## src/rtl/counter_sequencer_if.sv

```systemverilog
// Counter datapath bus: strobes and preload value toward the counter, count back from it.
interface counter_sequencer_if #(
  parameter int WIDTH = 8
);
  logic             ctr_ld;
  logic             ctr_en;
  logic [WIDTH-1:0] ctr_v;
  logic [WIDTH-1:0] count;

  modport master (output ctr_ld, output ctr_en, output ctr_v, input count);
  modport slave  (input ctr_ld, input ctr_en, input ctr_v, output count);
endinterface

```

## src/rtl/counter_sequencer.sv

```systemverilog
// Control FSM that loads, paces and terminates an external WIDTH-bit up-counter,
// in one-shot or continuous (auto-reload) mode with a programmable prescaler.
module counter_sequencer #(
  parameter int WIDTH = 8,
  parameter int DIV_W = 8
) (
  input  logic                   clk,
  input  logic                   rst,
  input  logic                   start,
  input  logic                   stop,
  input  logic                   oneshot,
  input  logic [WIDTH-1:0]       preload,
  input  logic [WIDTH-1:0]       limit,
  input  logic [DIV_W-1:0]       div,
  counter_sequencer_if.master    ctr,
  output logic                   busy,
  output logic                   tick,
  output logic                   done
);

  typedef enum logic [1:0] {
    S_IDLE = 2'd0,
    S_LOAD = 2'd1,
    S_RUN  = 2'd2,
    S_DONE = 2'd3
  } state_t;

  state_t           r_state;
  state_t           w_state_nxt;
  logic [DIV_W-1:0] r_pre;
  logic [WIDTH-1:0] r_preload_q;
  logic [WIDTH-1:0] r_limit_q;
  logic [DIV_W-1:0] r_div_q;
  logic             r_oneshot_q;

  logic             w_capture;
  logic             w_slot;
  logic             w_term;

  // Strobes depend only on state, prescaler, count feedback and captured config.
  assign w_slot = (r_state == S_RUN) && (r_pre == r_div_q);
  assign w_term = w_slot && (ctr.count == r_limit_q);

  assign ctr.ctr_ld = (r_state == S_LOAD) || (w_term && !r_oneshot_q);
  assign ctr.ctr_en = w_slot && !w_term;
  assign ctr.ctr_v  = r_preload_q;
  assign busy       = (r_state == S_LOAD) || (r_state == S_RUN);
  assign tick       = w_term;
  assign done       = (r_state == S_DONE);

  always_comb begin
    w_state_nxt = r_state;
    w_capture   = 1'b0;
    case (r_state)
      S_IDLE: begin
        if (start && !stop) begin
          w_state_nxt = S_LOAD;
          w_capture   = 1'b1;
        end
      end
      S_LOAD: begin
        w_state_nxt = stop ? S_IDLE : S_RUN;
      end
      S_RUN: begin
        // Abort takes priority over the terminal one-shot transition.
        if (stop) begin
          w_state_nxt = S_IDLE;
        end else if (w_term && r_oneshot_q) begin
          w_state_nxt = S_DONE;
        end
      end
      S_DONE: begin
        w_state_nxt = S_IDLE;
      end
      default: begin
        w_state_nxt = S_IDLE;
      end
    endcase
  end

  always_ff @(posedge clk) begin
    if (rst) begin
      r_state     <= S_IDLE;
      r_pre       <= '0;
      r_preload_q <= '0;
      r_limit_q   <= '0;
      r_div_q     <= '0;
      r_oneshot_q <= 1'b0;
    end else begin
      r_state <= w_state_nxt;
      if (w_capture) begin
        r_preload_q <= preload;
        r_limit_q   <= limit;
        r_div_q     <= div;
        r_oneshot_q <= oneshot;
      end
      // Prescaler restarts at every load so the first slot lands div_q cycles into RUN.
      if (r_state == S_LOAD) begin
        r_pre <= '0;
      end else if (r_state == S_RUN) begin
        r_pre <= w_slot ? '0 : r_pre + 1'b1;
      end
    end
  end

endmodule
```

## src/flat_wrapper.sv

```systemverilog
// flat-port wrapper written by rule: the top's interface ports become plain ports
module counter_sequencer_flat 
#(
  parameter int WIDTH = 8,
  parameter int DIV_W = 8
)
  (clk, rst, start, stop, oneshot, preload, limit, div, busy, tick, done, ctr_ctr_ld, ctr_ctr_en, ctr_ctr_v, ctr_count);
  counter_sequencer_if #(.WIDTH(WIDTH)) ctr_i ();
  input  logic clk;
  input  logic rst;
  input  logic start;
  input  logic stop;
  input  logic oneshot;
  input  logic [WIDTH-1:0] preload;
  input  logic [WIDTH-1:0] limit;
  input  logic [DIV_W-1:0] div;
  output logic busy;
  output logic tick;
  output logic done;
  output wire logic [$bits(ctr_i.ctr_ld)-1:0] ctr_ctr_ld;
  output wire logic [$bits(ctr_i.ctr_en)-1:0] ctr_ctr_en;
  output wire logic [$bits(ctr_i.ctr_v)-1:0] ctr_ctr_v;
  input wire logic [$bits(ctr_i.count)-1:0] ctr_count;
  assign ctr_ctr_ld = ctr_i.ctr_ld;
  assign ctr_ctr_en = ctr_i.ctr_en;
  assign ctr_ctr_v = ctr_i.ctr_v;
  assign ctr_i.count = ctr_count;
  counter_sequencer #(.WIDTH(WIDTH), .DIV_W(DIV_W)) u_core (.clk(clk), .rst(rst), .start(start), .stop(stop), .oneshot(oneshot), .preload(preload), .limit(limit), .div(div), .ctr(ctr_i), .busy(busy), .tick(tick), .done(done));
endmodule
```

## config.mk

```make
export PLATFORM = sky130hd
export DESIGN_NAME = counter_sequencer_flat
export DESIGN_NICKNAME = d
export VERILOG_FILES = /design/src/rtl/counter_sequencer_if.sv /design/src/rtl/counter_sequencer.sv /design/src/flat_wrapper.sv
export SDC_FILE = /design/constraint.sdc
export NUM_CORES = 1
export LEC_CHECK = 0
export CAP_MARGIN = 20
export CORE_MARGIN = 3
export CORE_UTILIZATION = 25
export DETAILED_ROUTE_END_ITERATION = 10
export GPL_ROUTABILITY_DRIVEN = 0
export PLACE_DENSITY_LB_ADDON = 0.2
export SYNTH_ARGS = -nofsm -noshare
export SYNTH_HDL_FRONTEND = slang
export SYNTH_SLANG_ARGS = --single-unit
```

## constraint.sdc

```tcl
create_clock -name clk -period 4.1 [get_ports clk]
set_clock_uncertainty 0.15 [all_clocks]
set_input_delay 0.82 -clock clk [delete_from_list [all_inputs] [get_ports clk]]
set_output_delay 0.82 -clock clk [all_outputs]
set_load 0.01 [all_outputs]
```

==> flow_metrics.py, run 1 <==
metrics = {
    "power": {
        "vdd_ir_max_mv": 0.1617,
        "p_per_area_nw_per_um2": 331.3,
        "leakagePower_nw": 0.7814,
    },
    "logic_synthesis": {
        "synth.cells.most_frequent": "sky130_fd_sc_hd__nand2_1 (55), sky130_fd_sc_hd__dfxtp_1 (35), sky130_fd_sc_hd__a21oi_1 (26)",
        "synth-seq-cells": 35,
        "yosys-top-cells-area": "sky130_fd_sc_hd__dfxtp_1 (44%), sky130_fd_sc_hd__nand2_1 (13%), sky130_fd_sc_hd__xnor2_1 (8.7%), sky130_fd_sc_hd__a21oi_1 (8.1%), sky130_fd_sc_hd__ha_1 (3.9%)",
        "yosysTopAreaCellShare_pct": 43.51,
        "postSynthAreaPerCell_um2": 8.300,
        "synthDistinctLibCells": 31,
        "yosys.cell_count.top_type": "sky130_fd_sc_hd__nand2_1",
        "syn_area_um2": 1610,
        "synth.largest_area_cell": "sky130_fd_sc_hd__dfxtp_1",
        "synthesis.nets": 236,
        "syn-instance-count": 194,
        "yosysWarnings": 0,
        "dominantRegCellSynth": "sky130_fd_sc_hd__dfxtp_1",
        "async_reset_ff_share_pct": 0,
        "ys_seq_area_share_pct": 43.51,
        "synth_enable_flop_cells": 0,
    },
    "timing": {
        "timing_hold_violations_final": 0,
        "postLayoutSetupSlackWorst_ns": 0.4615,
        "slew_headroom_pct": 40.93,
        "setup-tns-final_ns": 0,
        "finalSetupViolations": 0,
        "rsz0062_at_grt": "false",
        "timing.hold.ws_ns": 0.3086,
        "finalMaxSlewViolations": 0,
        "final_period_minus_worst_setup_slack_ns": 3.639,
        "worst_pin_slew_ns": 0.8861,
        "final_worst_path_period_share_pct": 88.74,
        "max_freq_mhz": 274.8,
    },
    "floorplan": {
        "die_width_um": 86.26,
        "die-area_um2": 7440,
        "core_area_um2": 6061,
        "floorplan.initialDensity_pct": 26.57,
        "top_level_ports": 50,
        "rows": 28,
        "chipHeight_um": 86.26,
    },
    "min_path": {
        "worstHoldPathCells": 2,
        "min_delay_path_class": "reg -> reg",
        "holdCritStartpoint": "u_core.ctr.ctr_v[7]$_SDFFE_PP0P_",
        "hold_end": "u_core.ctr.ctr_v[7]$_SDFFE_PP0P_",
    },
    "routing": {
        "drt_iter0_markers": 78,
        "routed_wire_length_per_instance_um": 12.02,
        "finalWirelength_um": 3834,
        "drt-pass1-iter-count": 4,
        "route.detailed.drc": 0,
        "route.antenna.remaining_nets": 0,
        "routed-via-count": 1413,
        "viasPerCell": 4.429,
    },
    "global_routing": {
        "via_count_of_the_first_global_routing_pass": 1400,
        "grt_antenna_before_repair": 0,
        "grt_start_max_net_pins": 26,
        "globalRoute.totalOverflow": 0,
        "grt_usage_pct": 11.08,
        "grt_pass1_wl_um": 6451,
    },
    "run_status": {
        "outcome": "completed",
    },
    "finish": {
        "share_of_final_layout_standard_cells_stronger_than_drive_strength_1_pct": 6.148,
        "antennaDiodeCount": 0,
        "multiInputGateArea_um2": 847.1,
        "flow.area_growth_from_synthesis_pct": 39.78,
        "final-seq-area_um2": 700.7,
        "layout.nets": 285,
        "fillerInstances": 649,
    },
    "critical_path": {
        "criticalPathCategory": "in -> out",
        "r2r_cells": 6,
        "critical_path_required_ns": 3.13,
        "r2r_start": "u_core.r_state[0]$_SDFFE_PP0P_",
        "worstPathCellList": "clkdlybuf4s50_1 > xnor2_1 > nand4_1 > nor2_1 > nand2_1 > o21bai_1 > clkdlybuf4s50_1",
        "critical_path.reg2reg.endpoint": "u_core.r_div_q[2]$_SDFFE_PP0P_",
        "slowest_delay_ns": 0.55,
        "r2r_slack_ns": 2.10,
        "critical_path.most_common_cell": "sky130_fd_sc_hd__clkdlybuf4s50_1",
        "cp_data_arrival_time_ns": 2.67,
        "critical_path.max_fanout": 4,
        "critical_path.startpoint_type": "input pin",
        "critPathCaptureType": "primary output",
        "crit_path_start": "ctr_count[3]",
        "critical-path-slowest-cell": "sky130_fd_sc_hd__clkdlybuf4s50_1",
    },
    "cts": {
        "clk_pin_slew_worst_paths_ns": 0.07,
        "worst_skew_late_latency_ns": 0.28,
        "number_of_clock_buffers_inserted_by_tritoncts": 5,
        "number_of_cells_upsized_or_downsized_after_cts": 0,
        "max-clock-path-buffers": 2,
        "post-cts-setup-buffer-count": 0,
        "cts_htree_levels": 2,
        "cts_tree": "built",
        "hold_buffers": 0,
        "clock_sinks": 35,
        "clock-root-buffer": "sky130_fd_sc_hd__clkbuf_8",
    },
    "place": {
        "numPortBuffers": 49,
        "place_ws_ns": 0.4148,
        "dp_hpwl_um": 2762,
    },
    "run": {
        "cap_violations": 0,
    },
}
==> through the flow <==
step | total power [W] | cells | instance area [um2] | utilization (%)
6_report | 0.0007457 | 319 | 2251 | 37.14
5_1_grt | 0.0007948 | 319 | 2251 | 37.14
4_1_cts | 0.0007624 | 319 | 2251 | 37.14
3_5_place_dp | 0.0005183 | 311 | 2170 | 35.80
3_3_place_gp | 0.0005178 | 311 | 2170 | 35.80
2_1_floorplan | 0.0004497 | 194 | 1610 | -
==> critical path, delay by kind of cell <==
| kind | cells | cell delay, ns |
|---|---|---|
| xor+xnor | 1 | 0.14 |
| simple gates | 3 | 0.54 |
| compound gates | 1 | 0.14 |
| buf+inv | 2 | 1.03 |
==> cells in the final DEF, fill, tap and decap left out, types with 3 or more instances in the layout <==
master                            Yosys  final
sky130_fd_sc_hd__nand2_1             55     55
sky130_fd_sc_hd__clkdlybuf4s50_1      0     49
sky130_fd_sc_hd__dfxtp_1             35     35
sky130_fd_sc_hd__a21oi_1             26     26
sky130_fd_sc_hd__xnor2_1             16     16
sky130_fd_sc_hd__nor2_1               7      7
sky130_fd_sc_hd__nand4_1              5      5
sky130_fd_sc_hd__xor2_1               5      5
sky130_fd_sc_hd__ha_1                 5      5
sky130_fd_sc_hd__clkbuf_8             0      5
sky130_fd_sc_hd__inv_1                4      4
sky130_fd_sc_hd__nand3_1              4      4
sky130_fd_sc_hd__or3_1                3      3
==> area by class of cell <==
cell class,count,area share (%)
multi-input combinational,144,37.63
inverter,6,1.001
clock inverter,1,0.2223
tap,75,4.169
timing repair buffer,51,22.46
clock buffer,7,3.391
sequential,35,31.13
==> metal layers <==
metal / vias up / global-route usage [%] / wire length, um / part of all wire, %
met3: 8 / 4.087 / 230 / 6.0
li1: 736 / - / - / -
met1: 637 / 13.40 / 1726 / 45
met2: 32 / 17.52 / 1802 / 47
met4: 0 / 5.099 / 74 / 1.9
met5: - / 0 / 0 / 0
==> power by group <==
group	switching [W]	internal, W
sequential	0.0000121	0.000357
combinational	0.0000644	0.0000752
clock	0.000118	0.000119
==> flip-flops by register name, summed over array words and instances (netlist names) <==
signal,cells
u_core.r_state,2
u_core.r_div_q,8
u_core.r_pre,8
u_core.r_limit_q,8
u_core.ctr.ctr_v,8
u_core.r_oneshot_q,1
==> kinds of logic after synthesis <==
logic type / after synthesis / share of synthesized area [%]
xor+xnor: 22 / 12.43
buf+inv: 15 / 3.884
flops: 35 / 43.51
fa+ha+maj: 5 / 3.885
compound gates: 34 / 12.43
simple gates: 83 / 23.86
==> worst max path at each step <==
| stage | end | slack, ns | cells after the start |
|---|---|---|---|
| finish | ctr_ctr_ld | 0.46 | 7 |
| global route | ctr_ctr_ld | 0.36 | 7 |
| CTS | ctr_ctr_ld | 0.41 | 7 |
| detailed placement | ctr_ctr_ld | 0.41 | 7 |
| global placement | ctr_ctr_ld | 0.44 | 7 |
| floorplan | ctr_ctr_ld | 1.58 | 5 |
Power figures use the tool's default switching activity.
==> inputs of run 2 (changes only) <==
- GPL_TIMING_DRIVEN: default -> 0
- REMOVE_ABC_BUFFERS: default -> 1
==> run 2 against run 1 <==
Compared with the run above: wire length shrank 0.83%; non-clock buffer count is the same; worst hold slack lost 0.0042 ns; sequential share of layout area shrank 0.74 points; first-iteration DRC count shrank 28%; critical path depth is the same; sequential cell count is the same; global-route usage shrank 0.064 points; cell area grew 2.4%; combinational power grew 4%; largest cell class unchanged.
==> flow_metrics.py, run 2 (synthesis gave the netlist of run 1 again) <==
metrics = {
    "floorplan": {
        "core_area_um2": 6061,
        "top_level_ports": 50,
        "rows": 28,
        "floorplan.initialDensity_pct": 26.57,
        "die-area_um2": 7440,
        "chipHeight_um": 86.26,
        "die_width_um": 86.26,
    },
    "timing": {
        "postLayoutSetupSlackWorst_ns": 0.4255,
        "final_period_minus_worst_setup_slack_ns": 3.675,
        "setup-tns-final_ns": 0,
        "worst_pin_slew_ns": 0.8999,
        "finalSetupViolations": 0,
        "finalMaxSlewViolations": 0,
        "max_freq_mhz": 272.1,
        "timing.hold.ws_ns": 0.3044,
        "final_worst_path_period_share_pct": 89.62,
        "slew_headroom_pct": 40.01,
        "timing_hold_violations_final": 0,
        "rsz0062_at_grt": "false",
    },
    "finish": {
        "share_of_final_layout_standard_cells_stronger_than_drive_strength_1_pct": 6.173,
        "commonest_cells_after_routing_fill_and_taps_aside": "sky130_fd_sc_hd__nand2_1 (55), sky130_fd_sc_hd__clkdlybuf4s50_1 (49), sky130_fd_sc_hd__dfxtp_1 (35)",
        "antennaDiodeCount": 0,
        "utilization_pct": 38.05,
        "layout.nets": 285,
        "flow.area_growth_from_synthesis_pct": 43.20,
        "final_common_cell": "sky130_fd_sc_hd__nand2_1",
    },
    "critical_path": {
        "critical_path.startpoint_type": "input pin",
        "r2r_start": "u_core.r_state[0]$_SDFFE_PP0P_",
        "critical_path_required_ns": 3.13,
        "timing.critical_path.to": "ctr_ctr_ld",
        "slowest_delay_ns": 0.56,
        "worstPathCellList": "clkdlybuf4s50_1 > xnor2_1 > nand4_1 > nor2_1 > nand2_1 > o21bai_1 > clkdlybuf4s50_1",
        "critical_path.most_common_cell": "sky130_fd_sc_hd__clkdlybuf4s50_1",
        "crit_path_start": "ctr_count[4]",
        "critical_path.reg2reg.endpoint": "u_core.r_div_q[3]$_SDFFE_PP0P_",
        "cp_data_arrival_time_ns": 2.70,
        "r2r_cells": 6,
        "critical-path-slowest-cell": "sky130_fd_sc_hd__clkdlybuf4s50_1",
        "critical_path.max_fanout": 4,
        "critPathCaptureType": "primary output",
        "criticalPathCategory": "in -> out",
        "r2r_slack_ns": 2.06,
    },
    "run": {
        "cap_violations": 0,
    },
    "min_path": {
        "holdCritStartpoint": "u_core.ctr.ctr_v[5]$_SDFFE_PP0P_",
        "min_delay_path_class": "reg -> reg",
    },
    "power": {
        "share_clk_of_total_power_pct": 36.3,
        "comb_power_share_pct": 18.1,
        "p_per_area_nw_per_um2": 350.6,
        "intPower_w": 0.0006141,
        "post-layout-total-power_w": 0.0008085,
        "leakagePower_nw": 0.8013,
        "net_switching_power_figure_w": 0.0001945,
        "power.switching_fraction_pct": 24.05,
        "vdd_ir_max_mv": 0.1584,
        "p_seq_share_pct": 45.6,
    },
    "cts": {
        "hold_buffers": 0,
        "post-cts-setup-buffer-count": 0,
        "worst_skew_late_latency_ns": 0.28,
        "clock_sinks": 35,
        "cts_tree": "built",
        "clk_pin_slew_worst_paths_ns": 0.07,
        "cts_htree_levels": 2,
        "max-clock-path-buffers": 2,
        "number_of_clock_buffers_inserted_by_tritoncts": 5,
        "number_of_cells_upsized_or_downsized_after_cts": 0,
        "clock-root-buffer": "sky130_fd_sc_hd__clkbuf_8",
    },
    "routing": {
        "routed_wire_length_per_instance_um": 11.96,
        "viasPerCell": 4.447,
        "routed-via-count": 1414,
        "drt_iter0_markers": 56,
        "route.detailed.drc": 0,
        "finalWirelength_um": 3802,
        "route.antenna.remaining_nets": 0,
        "drt-pass1-iter-count": 4,
    },
    "place": {
        "numPortBuffers": 49,
        "dp_hpwl_um": 2764,
        "place_ws_ns": 0.4082,
    },
    "run_status": {
        "outcome": "completed",
    },
    "global_routing": {
        "via_count_of_the_first_global_routing_pass": 1488,
        "grt_usage_pct": 11.01,
        "grt_start_max_net_pins": 26,
        "globalRoute.totalOverflow": 0,
        "grt_pass1_wl_um": 6520,
        "grt_antenna_before_repair": 0,
    },
}
run 2: worst max-delay path, delay by kind of cell:
kind	cells	cell delay, ns
AOI/OAI and AO/OA	1	0.16
xor gates and xnor gates	1	0.12
buffers and inverters	2	1.04
and+or+nand+nor	3	0.56
run 2: worst min-delay path by stage:
stage	to	depth (start not counted)	slack, ns
finish	u_core.ctr.ctr_v[5]$_SDFFE_PP0P_	2	0.30
global route	u_core.ctr.ctr_v[2]$_SDFFE_PP0P_	2	0.33
CTS	u_core.ctr.ctr_v[2]$_SDFFE_PP0P_	2	0.31
detailed placement	u_core.ctr.ctr_v[0]$_SDFFE_PP0P_	2	0.30
global placement	u_core.ctr.ctr_v[1]$_SDFFE_PP0P_	2	0.29
floorplan	u_core.r_div_q[6]$_SDFFE_PP0P_	2	0.29
run 2: power groups by stage:
| stage | sequential (W) | clock (W) | combinational (W) |
|---|---|---|---|
| floorplan | 0.000376 | 0 | 0.0000663 |
| global placement | 0.000376 | 0 | 0.000142 |
| detailed placement | 0.000376 | 0 | 0.000149 |
| CTS | 0.000368 | 0.000304 | 0.000150 |
| global route | 0.000370 | 0.000322 | 0.000162 |
| finish | 0.000368 | 0.000294 | 0.000146 |
run 2: layout make-up:
class | instances | area, um2
Multi-Input combinational cell | 144 | 853.3
Timing Repair Buffer | 51 | 533.0
Inverter | 6 | 22.52
Sequential cell | 35 | 700.7
Clock buffer | 6 | 72.57
Tap cell | 75 | 93.84
Clock inverter | 1 | 30.03
Fill cell | 637 | 3755
run 2: stage by stage:
step | instance area [um2] | cells
finish | 2306 | 318
global route | 2306 | 318
CTS | 2306 | 318
detailed placement | 2203 | 311
global placement | 2155 | 309
floorplan | 1570 | 185
run 2: metal layers:
| layer | wire length (um) | global-route usage [%] |
|---|---|---|
| met1 | 1688 | 12.10 |
| met2 | 1849 | 19.27 |
| met3 | 240 | 4.658 |
| met4 | 24 | 3.399 |
| met5 | 0 | 0 |
